**src/rtl/pipe_fwd_ctrl.sv**
```systemverilog
// Scoreboard, operand forwarding and load-use interlock for an in-order pipeline.
// Tracks every in-flight instruction from issue to retire across STAGES post-issue stages.
module pipe_fwd_ctrl #(
  parameter  int DATA_W     = 32,
  parameter  int ADDR_W     = 5,
  parameter  int STAGES     = 3,
  parameter  int LOAD_STAGE = 2,
  localparam int SEL_W      = $clog2(STAGES + 1)
) (
  input  logic                     clk,
  input  logic                     rst,
  input  logic                     issue_valid,
  input  logic [ADDR_W-1:0]        issue_waddr,
  input  logic                     issue_wen,
  input  logic                     issue_load,
  input  logic                     flush,
  input  logic                     ext_stall,
  input  logic [ADDR_W-1:0]        rs_addr,
  input  logic                     rs_used,
  input  logic [ADDR_W-1:0]        rt_addr,
  input  logic                     rt_used,
  input  logic [DATA_W-1:0]        rf_rs_data,
  input  logic [DATA_W-1:0]        rf_rt_data,
  input  logic [STAGES*DATA_W-1:0] stage_data,
  output logic [DATA_W-1:0]        fwd_rs_data,
  output logic [DATA_W-1:0]        fwd_rt_data,
  output logic [SEL_W-1:0]         fwd_rs_sel,
  output logic [SEL_W-1:0]         fwd_rt_sel,
  output logic                     hz_stall,
  output logic [STAGES-1:0]        stage_valid,
  output logic [31:0]              retire_cnt,
  output logic [31:0]              stall_cnt
);

  logic [STAGES-1:0] ent_valid;
  logic [STAGES-1:0] ent_wen;
  logic [STAGES-1:0] ent_load;
  logic [ADDR_W-1:0] ent_waddr [STAGES];

  logic rs_load_hit;
  logic rt_load_hit;
  logic issue_ok;

  assign stage_valid = ent_valid;
  assign issue_ok    = issue_valid & ~flush & ~hz_stall;

  // Walk oldest to youngest so the youngest matching producer is the one left standing.
  always_comb begin
    fwd_rs_data = rf_rs_data;
    fwd_rt_data = rf_rt_data;
    fwd_rs_sel  = '0;
    fwd_rt_sel  = '0;
    rs_load_hit = 1'b0;
    rt_load_hit = 1'b0;
    for (int k = STAGES - 1; k >= 0; k--) begin
      if (ent_valid[k] && ent_wen[k] && (ent_waddr[k] == rs_addr) && (rs_addr != '0)) begin
        fwd_rs_data = stage_data[k*DATA_W +: DATA_W];
        fwd_rs_sel  = SEL_W'(k + 1);
        rs_load_hit = ent_load[k] && (k < LOAD_STAGE);
      end
      if (ent_valid[k] && ent_wen[k] && (ent_waddr[k] == rt_addr) && (rt_addr != '0)) begin
        fwd_rt_data = stage_data[k*DATA_W +: DATA_W];
        fwd_rt_sel  = SEL_W'(k + 1);
        rt_load_hit = ent_load[k] && (k < LOAD_STAGE);
      end
    end
    hz_stall = (rs_used & rs_load_hit) | (rt_used & rt_load_hit);
  end

  // Entries shift one stage per advance; a stalled or flushed issue slot becomes a bubble.
  always_ff @(posedge clk) begin
    if (rst) begin
      ent_valid  <= '0;
      ent_wen    <= '0;
      ent_load   <= '0;
      for (int k = 0; k < STAGES; k++) ent_waddr[k] <= '0;
      retire_cnt <= '0;
      stall_cnt  <= '0;
    end else if (!ext_stall) begin
      ent_valid <= {ent_valid[STAGES-2:0], issue_ok};
      ent_wen   <= {ent_wen[STAGES-2:0], issue_ok & issue_wen};
      ent_load  <= {ent_load[STAGES-2:0], issue_ok & issue_load};
      for (int k = 1; k < STAGES; k++) ent_waddr[k] <= ent_waddr[k-1];
      ent_waddr[0] <= issue_ok ? issue_waddr : '0;
      retire_cnt   <= retire_cnt + 32'(ent_valid[STAGES-1]);
      stall_cnt    <= stall_cnt + 32'(hz_stall);
    end
  end

endmodule

```
**config.mk**
```make
export PLATFORM = sky130hd
export DESIGN_NAME = pipe_fwd_ctrl
export DESIGN_NICKNAME = d
export VERILOG_FILES = /design/src/rtl/pipe_fwd_ctrl.sv
export SDC_FILE = /design/constraint.sdc
export NUM_CORES = 1
export LEC_CHECK = 0
export BUFFER_PORTS_ARGS = -buffer_cell sky130_fd_sc_hd__buf_4
export CAP_MARGIN = 20
export CORE_AREA = 2 2 126 128
export DETAILED_ROUTE_END_ITERATION = 12
export DIE_AREA = 0 0 128 130
export PLACE_DENSITY = 0.73
export SYNTH_ARGS = -nofsm -noshare
export SYNTH_HDL_FRONTEND = slang
export SYNTH_SLANG_ARGS = --single-unit
```
**constraint.sdc**
```tcl
create_clock -name clk -period 7.7 [get_ports clk]
set_input_delay 0.77 -clock clk [delete_from_list [all_inputs] [get_ports clk]]
set_output_delay 0.77 -clock clk [all_outputs]
set_load 0.02 [all_outputs]
```
==> results.txt, run 1 <==
* Status: finished, final reports clean
- Count of pins over their slew limit: 0
- Number of enable-type register cells in the synthesized netlist: 15
- Launching instance or port of the critical path: rt_addr[1]
- Final hold analysis gives a worst-case slack of 0.4945 ns.
* Clock-pin slew on the worst setup and hold paths: 0.06 ns
* Fraction of layout instances using a drive strength above 1: 34.05%
- Post-CTS repair changed the size of 0 cells.
- In the global route stage, overall resource usage came out at 24.13%.
- In this run, synthesis produced a sequential element count of 87.
- The initialized floorplan defines 46 standard-cell rows.
- TritonCTS buffer count: 9
- Summed instance area of the synthesized netlist: 0.006146 mm2
- Shortest period the worst path allows: 3.789 ns
* Cell Count, Final, Fillers Out: 1215
- For this configuration, the core starts out at a cell density of 39.84%.
* Die Span Y: 130 um
* Area after detailed placement: 0.008621 mm2
* Actual slew at the worst max-slew pin: 0.9262 ns
* Path length in cells of the critical path: 9
- Die outline width: 128 um
- In this run, placement finished with an instance count of 1198.
* H-Tree Depth: 3
- The finished cells cover 0.008947 mm2.
* Number of maximum-capacitance constraint violations: 0
- Together, buffers and inverters on the worst path number 3.
* Leak Pwr: 4.059 nW
- Half-perimeter wire length of the detailed placement result: 16090 um
- The worst register-to-register path begins at ent_waddr[0][1].
- After filler insertion, the fill cell instance count of the layout stands at 1433.
* Post-synthesis average cell area: 8.431 um2
* Worst vdd ir: 0.1078 mV
- After layout, the worst path uses 49.20% of the clock period.
- For this run, the number of Yosys warnings is 0.
- Hold buffers post-CTS: 0
- Wires add up to 21270 um.
* Number of nets still failing antenna checks after routing: 0
- Count of final hold-check violations: 0
* Average wire length per cell after detail routing: 17.51 um
- The initial antenna violation count was 1.
- For the final routed database, the setup TNS stands at 0 ns.
- The floorplan step defined a die boundary enclosing 0.01664 mm2.
- After synthesis, the netlist uses 39 different library cells.
- The root buffer cell chosen for the clock tree is clkbuf_16.
- Setup repair after global routing missed its margin: false
- Vias/cell: 5.360
- After clock tree synthesis, the setup repair step added 0 buffers.
- Crit Path Class: in2out
- The congestion estimate from routability-driven global placement came to 0.8896.
- After the first detailed-routing iteration, the DRC count stood at 332.
- The worst pin sits at a relative slew slack of 37.69%.
- Area added between synthesis and finish: 45.58%
- Class of the most critical hold timing path: reg2reg
- In the layout the commonest cells are buf_4 (325), nor2_1 (135), mux2i_1 (75).
- Congestion Overflow GR: 0
- The number of nets in the synthesized netlist is 917.
- The cell family contributing the most delay on the critical path is buffers and inverters.
- Power comes to 1.160 mW.
- Cell repeated most along the worst path: buf_4
* Skew final: 0.01275 ns
* Number of global-route vias before repair: 6085
- The total area inside the core boundary comes to 0.01542 mm2.
- Register-to-register path setup slack: 4.28 ns
* Peak clock frequency supported by timing: 264.0 MHz
* Worst-path cell with the longest stage delay: or4_4
* Number of iterations in the first detailed-routing pass: 5
- Power density normalized to cell area: 129.7 mW/mm2
- STA classifies the critical path startpoint as a primary input.
- IO buf count: 319
- TritonCTS clock tree: built
- Largest net degree at the start of global routing: 72
- Counting flops with an async set or reset pin after synthesis yields a share of 0%.
- Clock latency on the worst-skew pair, taken at its later pin, is 0.34 ns.
- Max clock buf depth: 2
- In the synthesized netlist the dominant register cell turns out to be dfxtp_1.
* Endpoints failing setup: 0
* Post-layout net count: 1205
- Endpoint of the worst register-to-register path: stall_cnt[30]
* Critical Path End Type: output pin
* Global-route wire length before repair: 31820 um
- Required time of the worst setup path: 6.93 ns
- The number of cells on the worst reg-to-reg path is 12.
* Proportion of synthesized chip area in sequential cells: 30.78%
- Crit path max fanout: 66
* Synth Instances: 729
- Following the worst setup path forward leads to its endpoint at fwd_rt_data[31].
* Overall via count from detail_route: 6512
- Final routed DRC violation total: 0
- In this design, the stage delay of the slowest critical-path cell is 0.54 ns.
* I/O pin cnt: 320
- Crit path cell chain: buf_4 -> or4_4 -> o211a_1 -> nand4_1 -> buf_4 -> nor2_1 -> a211oi_1 -> a21o_1 -> buf_4
- The clock drives 87 sinks.
- Data arrival time of the critical path: 3.02 ns
- Leading cell type in the layout, fill and taps excluded: buf_4
-- worst min-delay path: cells and delay by family, from the launching register on --
family	cells	cell delay, ns
DFF	1	0.32
muxes	1	0.07
and+or+nand+nor	1	0.07
-- report_power, final --
group / switching [mW] / total, mW / internal, mW
Sequential: 0.00620 / 0.474 / 0.468
Clock: 0.180 / 0.476 / 0.296
Combinational: 0.0920 / 0.210 / 0.118
Total: 0.278 / 1.16 / 0.882
-- kinds of logic (layout without fill, tap and decap cells) --
family                   after synthesis  in the layout  share of synthesized area (%)
multiplexers                          75             75                          12.21
buffers and inverters                 54            347                          4.194
AND/OR/NAND/NOR                      276            276                          21.89
other                                  0              1                              0
flip-flops                            87             87                          30.78
adder cells (fa/ha/maj)                4              4                         0.8144
AO/OA/AOI/OAI                        148            148                          18.00
XOR/XNOR                              85             85                          12.11
-- flip-flops by register name (all words and copies together) (netlist names) --
name / cells
ent_load: 2
ent_waddr: 15
stage_valid: 3
retire_cnt: 32
ent_wen: 3
stall_cnt: 32
-- cells in the mapped netlist, types with 18 or more instances --
cell	count	area share, %
nor2_1	135	8.2
mux2i_1	75	12
dfxtp_1	72	23
a21o_1	67	8.2
a211oi_1	64	7.8
xor2_1	50	7.1
xnor2_1	35	5.0
clkbuf_1	30	1.8
nand2_1	24	1.5
nand3_1	23	1.9
nand4_1	22	2.2
and2_1	18	1.8
-- cell type report --
cell class	instances	area [um2]	share of cell area [%]
multi-input cells	588	4026	45.00
clock inverters	4	77.57	0.8670
inverters	6	22.52	0.2517
diodes	1	2.502	0.02797
flip-flops and latches	87	1892	21.14
well taps	192	240.2	2.685
repair buffers	325	2440	27.27
clock buffers	12	246.5	2.755
-- metal layers --
layer  track usage, %  routed length [um]  vias up
met5                0                   0        -
met4            8.533                 503        0
met3            7.216                1836       30
met2            41.33               10350      237
met1            28.92                8581     3051
li1                 -                   -     3194
-- per-stage QoR --
stage	setup WS, ns	utilization [%]
after floorplan	3.926	-
after global placement	3.817	55.89
after detailed placement	3.761	55.89
after CTS	3.884	57.99
after global routing	3.743	58.01
final	3.911	58.01
-- how the worst min path moves through the flow --
stage                           start     endpoint  slack, ns  depth (start not counted)
after floorplan           ent_load[1]  ent_load[1]       0.46                          2
after CTS                  ent_wen[2]   ent_wen[2]       0.50                          2
after global routing      ent_load[1]  ent_load[1]       0.52                          2
after global placement    ent_load[1]  ent_load[1]       0.47                          2
final                      ent_wen[2]   ent_wen[2]       0.49                          2
after detailed placement   ent_wen[2]   ent_wen[2]       0.49                          2
Power figures use the tool's default switching activity.
==> run 2, diff against run 1 <==
- ABC_AREA: default -> 1
- CORE_AREA: 2 2 126 128 -> default
- CORE_ASPECT_RATIO: default -> 1.1
- CORE_MARGIN: default -> 1
- CORE_UTILIZATION: default -> 49
- DIE_AREA: 0 0 128 130 -> default
- PLACE_DENSITY: 0.73 -> 0.81
- clock period: 7.7 -> 3.75 ns (I/O delays scaled with it)
==> results.txt, run 2 <==
- The flow ran to the end, and the final reports show no timing, DRC or antenna violations.
- Beginning of the worst hold path: issue_wen
- Maximum cell stage delay along the critical path: 0.59 ns
- TritonCTS built the clock tree.
- I/O pin cnt: 320
* Total internal power: 1.704 mW
- Counting flops and latches in the post-synthesis netlist gives 87.
- The first global-routing pass estimated 43300 um of wire.
- The worst hold path passes through 3 cells.
- Final routed DRC violation total: 0
- Required time of the worst setup path: 3.38 ns
- The area growth from synthesis to layout is 35.37%.
* Proportion of synthesized chip area in sequential cells: 24.53%
* Post-synthesis average cell area: 5.969 um2
- Counting every sink on the clock net gives 87.
- The number of setup buffers added after CTS is 0.
* Overall via count from detail_route: 9183
* Leading cell types by total area after synthesis: dfxtp_1 (19%), nand2_1 (16%), inv_1 (12%)
- Counting the fill cells in the layout gives 1443.
- H-Tree Depth: 3
- Net switching fraction of the power: 26.95%
- After synthesis the cells add up to 0.007712 mm2.
- Registers are responsible for 41.7% of the overall power.
* Hold buffers post-CTS: 0
* Count of final hold-check violations: 0
- GP Congestion: 0.9571
* Cell repeated most along the worst path: nand2_1
* Crit Path Class: reg2out
* Synth area leader: dfxtp_1
- For this design, the slowest cell found on the critical path is nor2_4.
* Endpoints failing setup: 0
- Net count after synthesis: 1480
* Congestion Overflow GR: 0
- Gate power share: 20.2%
- The die is 121.6 um wide.
* Sum of internal, switching and leakage power: 2.332 mW
* Actual slew at the worst max-slew pin: 0.7228 ns
- For the worst-skew pair, the clock arrives at the later sink with an insertion delay of 0.34 ns.
* Skew final: 0.008235 ns
- Number of iterations in the first detailed-routing pass: 6
- Leading cell type in the layout, fill and taps excluded: nand2_1
- During synthesis, Yosys emitted a total of 0 warnings.
- Setup total negative slack on the finished layout was measured at 0 ns.
* Antenna violations before repair: 4
* Endpoint of the worst register-to-register path: stall_cnt[28]
* Most frequent cells after synthesis: nand2_1 (334), inv_1 (256), nand3_1 (123)
- Average wire length per cell after detail routing: 15.83 um
- Wires add up to 28350 um.
- Setup repair after global routing left no endpoint under its margin.
- Crit path cell chain: inv_1 -> nand2_1 -> nand3_1 -> nor2_2 -> nand2_4 -> inv_4 -> nor2_4 -> buf_4 -> nand2_1 -> nand3b_1 -> nand2_1 -> inv_1 -> buf_4
- Hold timing on the final database bottoms out at a slack of 0.2927 ns.
* Root Driver: clkbuf_16
- The detailed router finished its first iteration with 697 violations.
- Die area: 0.01625 mm2
- The die is 133.6 um tall.
* Number of nets still failing antenna checks after routing: 0
- VDD sags by at most 0.2107 mV.
- The initial utilization of the core area, before any placement, comes to 50.64%.
- Shortest period the worst path allows: 3.168 ns
- Dividing the final minimum period by the clock period gives 84.48%.
- The analysis attributes to net switching a power of 628.4 uW.
- Of the cells placed in the final design, the portion with a size suffix greater than 1 is 27.83%.
* Leading registers by flop count: retire_cnt x32, stall_cnt x32, ent_waddr x15
- Dominant cell by count in the synthesized netlist: nand2_1
- Data arrival time of the critical path: 2.79 ns
- In the layout the commonest cells are nand2_1 (334), buf_4 (330), inv_1 (256).
- Slew HR: 51.70%
* Leak Pwr: 5.308 nW
- In this design, the largest share of critical-path delay is due to simple AND/OR/NAND/NOR gates.
* Share of total power in the clock network: 38.1%
- Setup ws final: 0.5821 ns
* Crit path max fanout: 33
- Yosys mapped a number of flops with a built-in enable equal to 15.
* Count of pins over their slew limit: 0
* IO buf count: 319
* Post-layout net count: 1775
- Register-to-register path setup slack: 0.80 ns
- Power density normalized to cell area: 223.4 mW/mm2
- The floorplan has 47 rows.
* Worst Setup Slack post-DPL: 0.8476 ns
* Category of the worst setup path launch point: flip-flop
* Worst Hold Endpoint: ent_wen[0]
* Max clock buf depth: 2
- Count of buffering cells on the critical path with inverters included: 5
- Footprint of the flip-flops and latches: 0.001892 mm2
* Number of maximum-capacitance constraint violations: 0
- The min-delay analysis places its worst path in the category in2reg.
* Multi-input logic area: 0.004483 mm2
* Overall Global Routing Usage: 33.99%
- The number of global-route vias before repair is 8351.
* Clock-pin slew on the worst setup and hold paths: 0.06 ns
* Distinct cells, synth: 47
- TritonCTS buffer count: 9
- Half-perimeter wire length of the detailed placement result: 22430 um
- In the routed layout, each cell is associated on average with a via count of 5.127.
* Prevailing post-synth register cell: dfxtp_1
- Synth Instances: 1292
- Static timing analysis puts the maximum clock frequency at 315.7 MHz.
- After floorplanning, the core was sized to cover 0.01523 mm2.
- STA classifies the critical path endpoint as an output pin.
* Resize count post-CTS: 0
- The number of cells on the worst reg-to-reg path is 16.
* Share of async-settable or async-resettable flops after synthesis: 0%
- Entering global routing, the biggest net connects 66 pins.
* Worst reg2reg startpoint: ent_waddr[0][1]
* Proportion of netlist area held by the largest area contributor: 18.69%
-- run 2: layer usage --
metal / up-vias / track usage (%) / wire length, um
met5: - / 0 / 9
met4: 2 / 14.33 / 1086
met3: 83 / 10.92 / 2761
met2: 377 / 54.99 / 13020
met1: 4098 / 41.13 / 11480
li1: 4623 / - / -
-- run 2: worst max-delay path by stage --
stage                                from               to  slack, ns  cells after the start
after floorplan            stage_valid[0]    stall_cnt[28]       1.01                     17
after global placement         rs_addr[0]  fwd_rs_data[20]       0.91                     14
after detailed placement       rs_addr[2]    stall_cnt[28]       0.85                     19
after CTS                 ent_waddr[0][6]  fwd_rs_data[18]       0.65                     13
after global routing      ent_waddr[0][5]    stall_cnt[28]       0.43                     16
final                     ent_waddr[0][6]  fwd_rs_data[18]       0.58                     13
-- run 2: layout make-up --
class	instances	area share, %
clock inverter	3	0.2277
timing repair buffer	331	23.92
sequential	87	18.12
tap	196	2.349
inverter	271	9.768
antenna	3	0.07191
multi-input combinational	887	42.94
clock buffer	13	2.601
-- run 2: worst register-to-register path: stages (launching register included) --
cell,delay (ns)
edfxtp_1,0.46
a21oi_1,0.18
nand2_1,0.07
nor2_1,0.18
nand2_2,0.07
nand2_1,0.07
nand3_1,0.17
nand2_1,0.17
ha_1,0.23
ha_1,0.18
nand2_2,0.09
nor3_2,0.28
nand3_1,0.14
nor2_1,0.18
nand3_1,0.11
o21ai_0,0.19
nor2_1,0.06
-- run 2: cell families after synthesis --
| group | count (synthesis) | synth area share [%] |
|---|---|---|
| compound gates | 139 | 9.442 |
| xor+xnor | 25 | 2.839 |
| fa+ha+maj | 4 | 0.6490 |
| buf+inv | 318 | 17.41 |
| flops | 87 | 24.53 |
| simple gates | 719 | 45.13 |
-- run 2: stage by stage --
step	util, %	instance area (um2)	std cells
2_1_floorplan	-	7712	1292
3_3_place_gp	66.56	10140	1772
3_5_place_dp	66.56	10140	1772
4_1_cts	68.50	10430	1788
5_1_grt	68.50	10430	1788
6_report	68.55	10440	1791
-- run 2: power groups by stage --
stage	Clock, mW	Sequential, mW	Combinational (mW)
floorplan	0	0.990	0.201
global placement	0	0.993	0.467
detailed placement	0	0.993	0.467
CTS	0.898	0.972	0.469
global route	0.934	0.973	0.511
finish	0.888	0.972	0.471
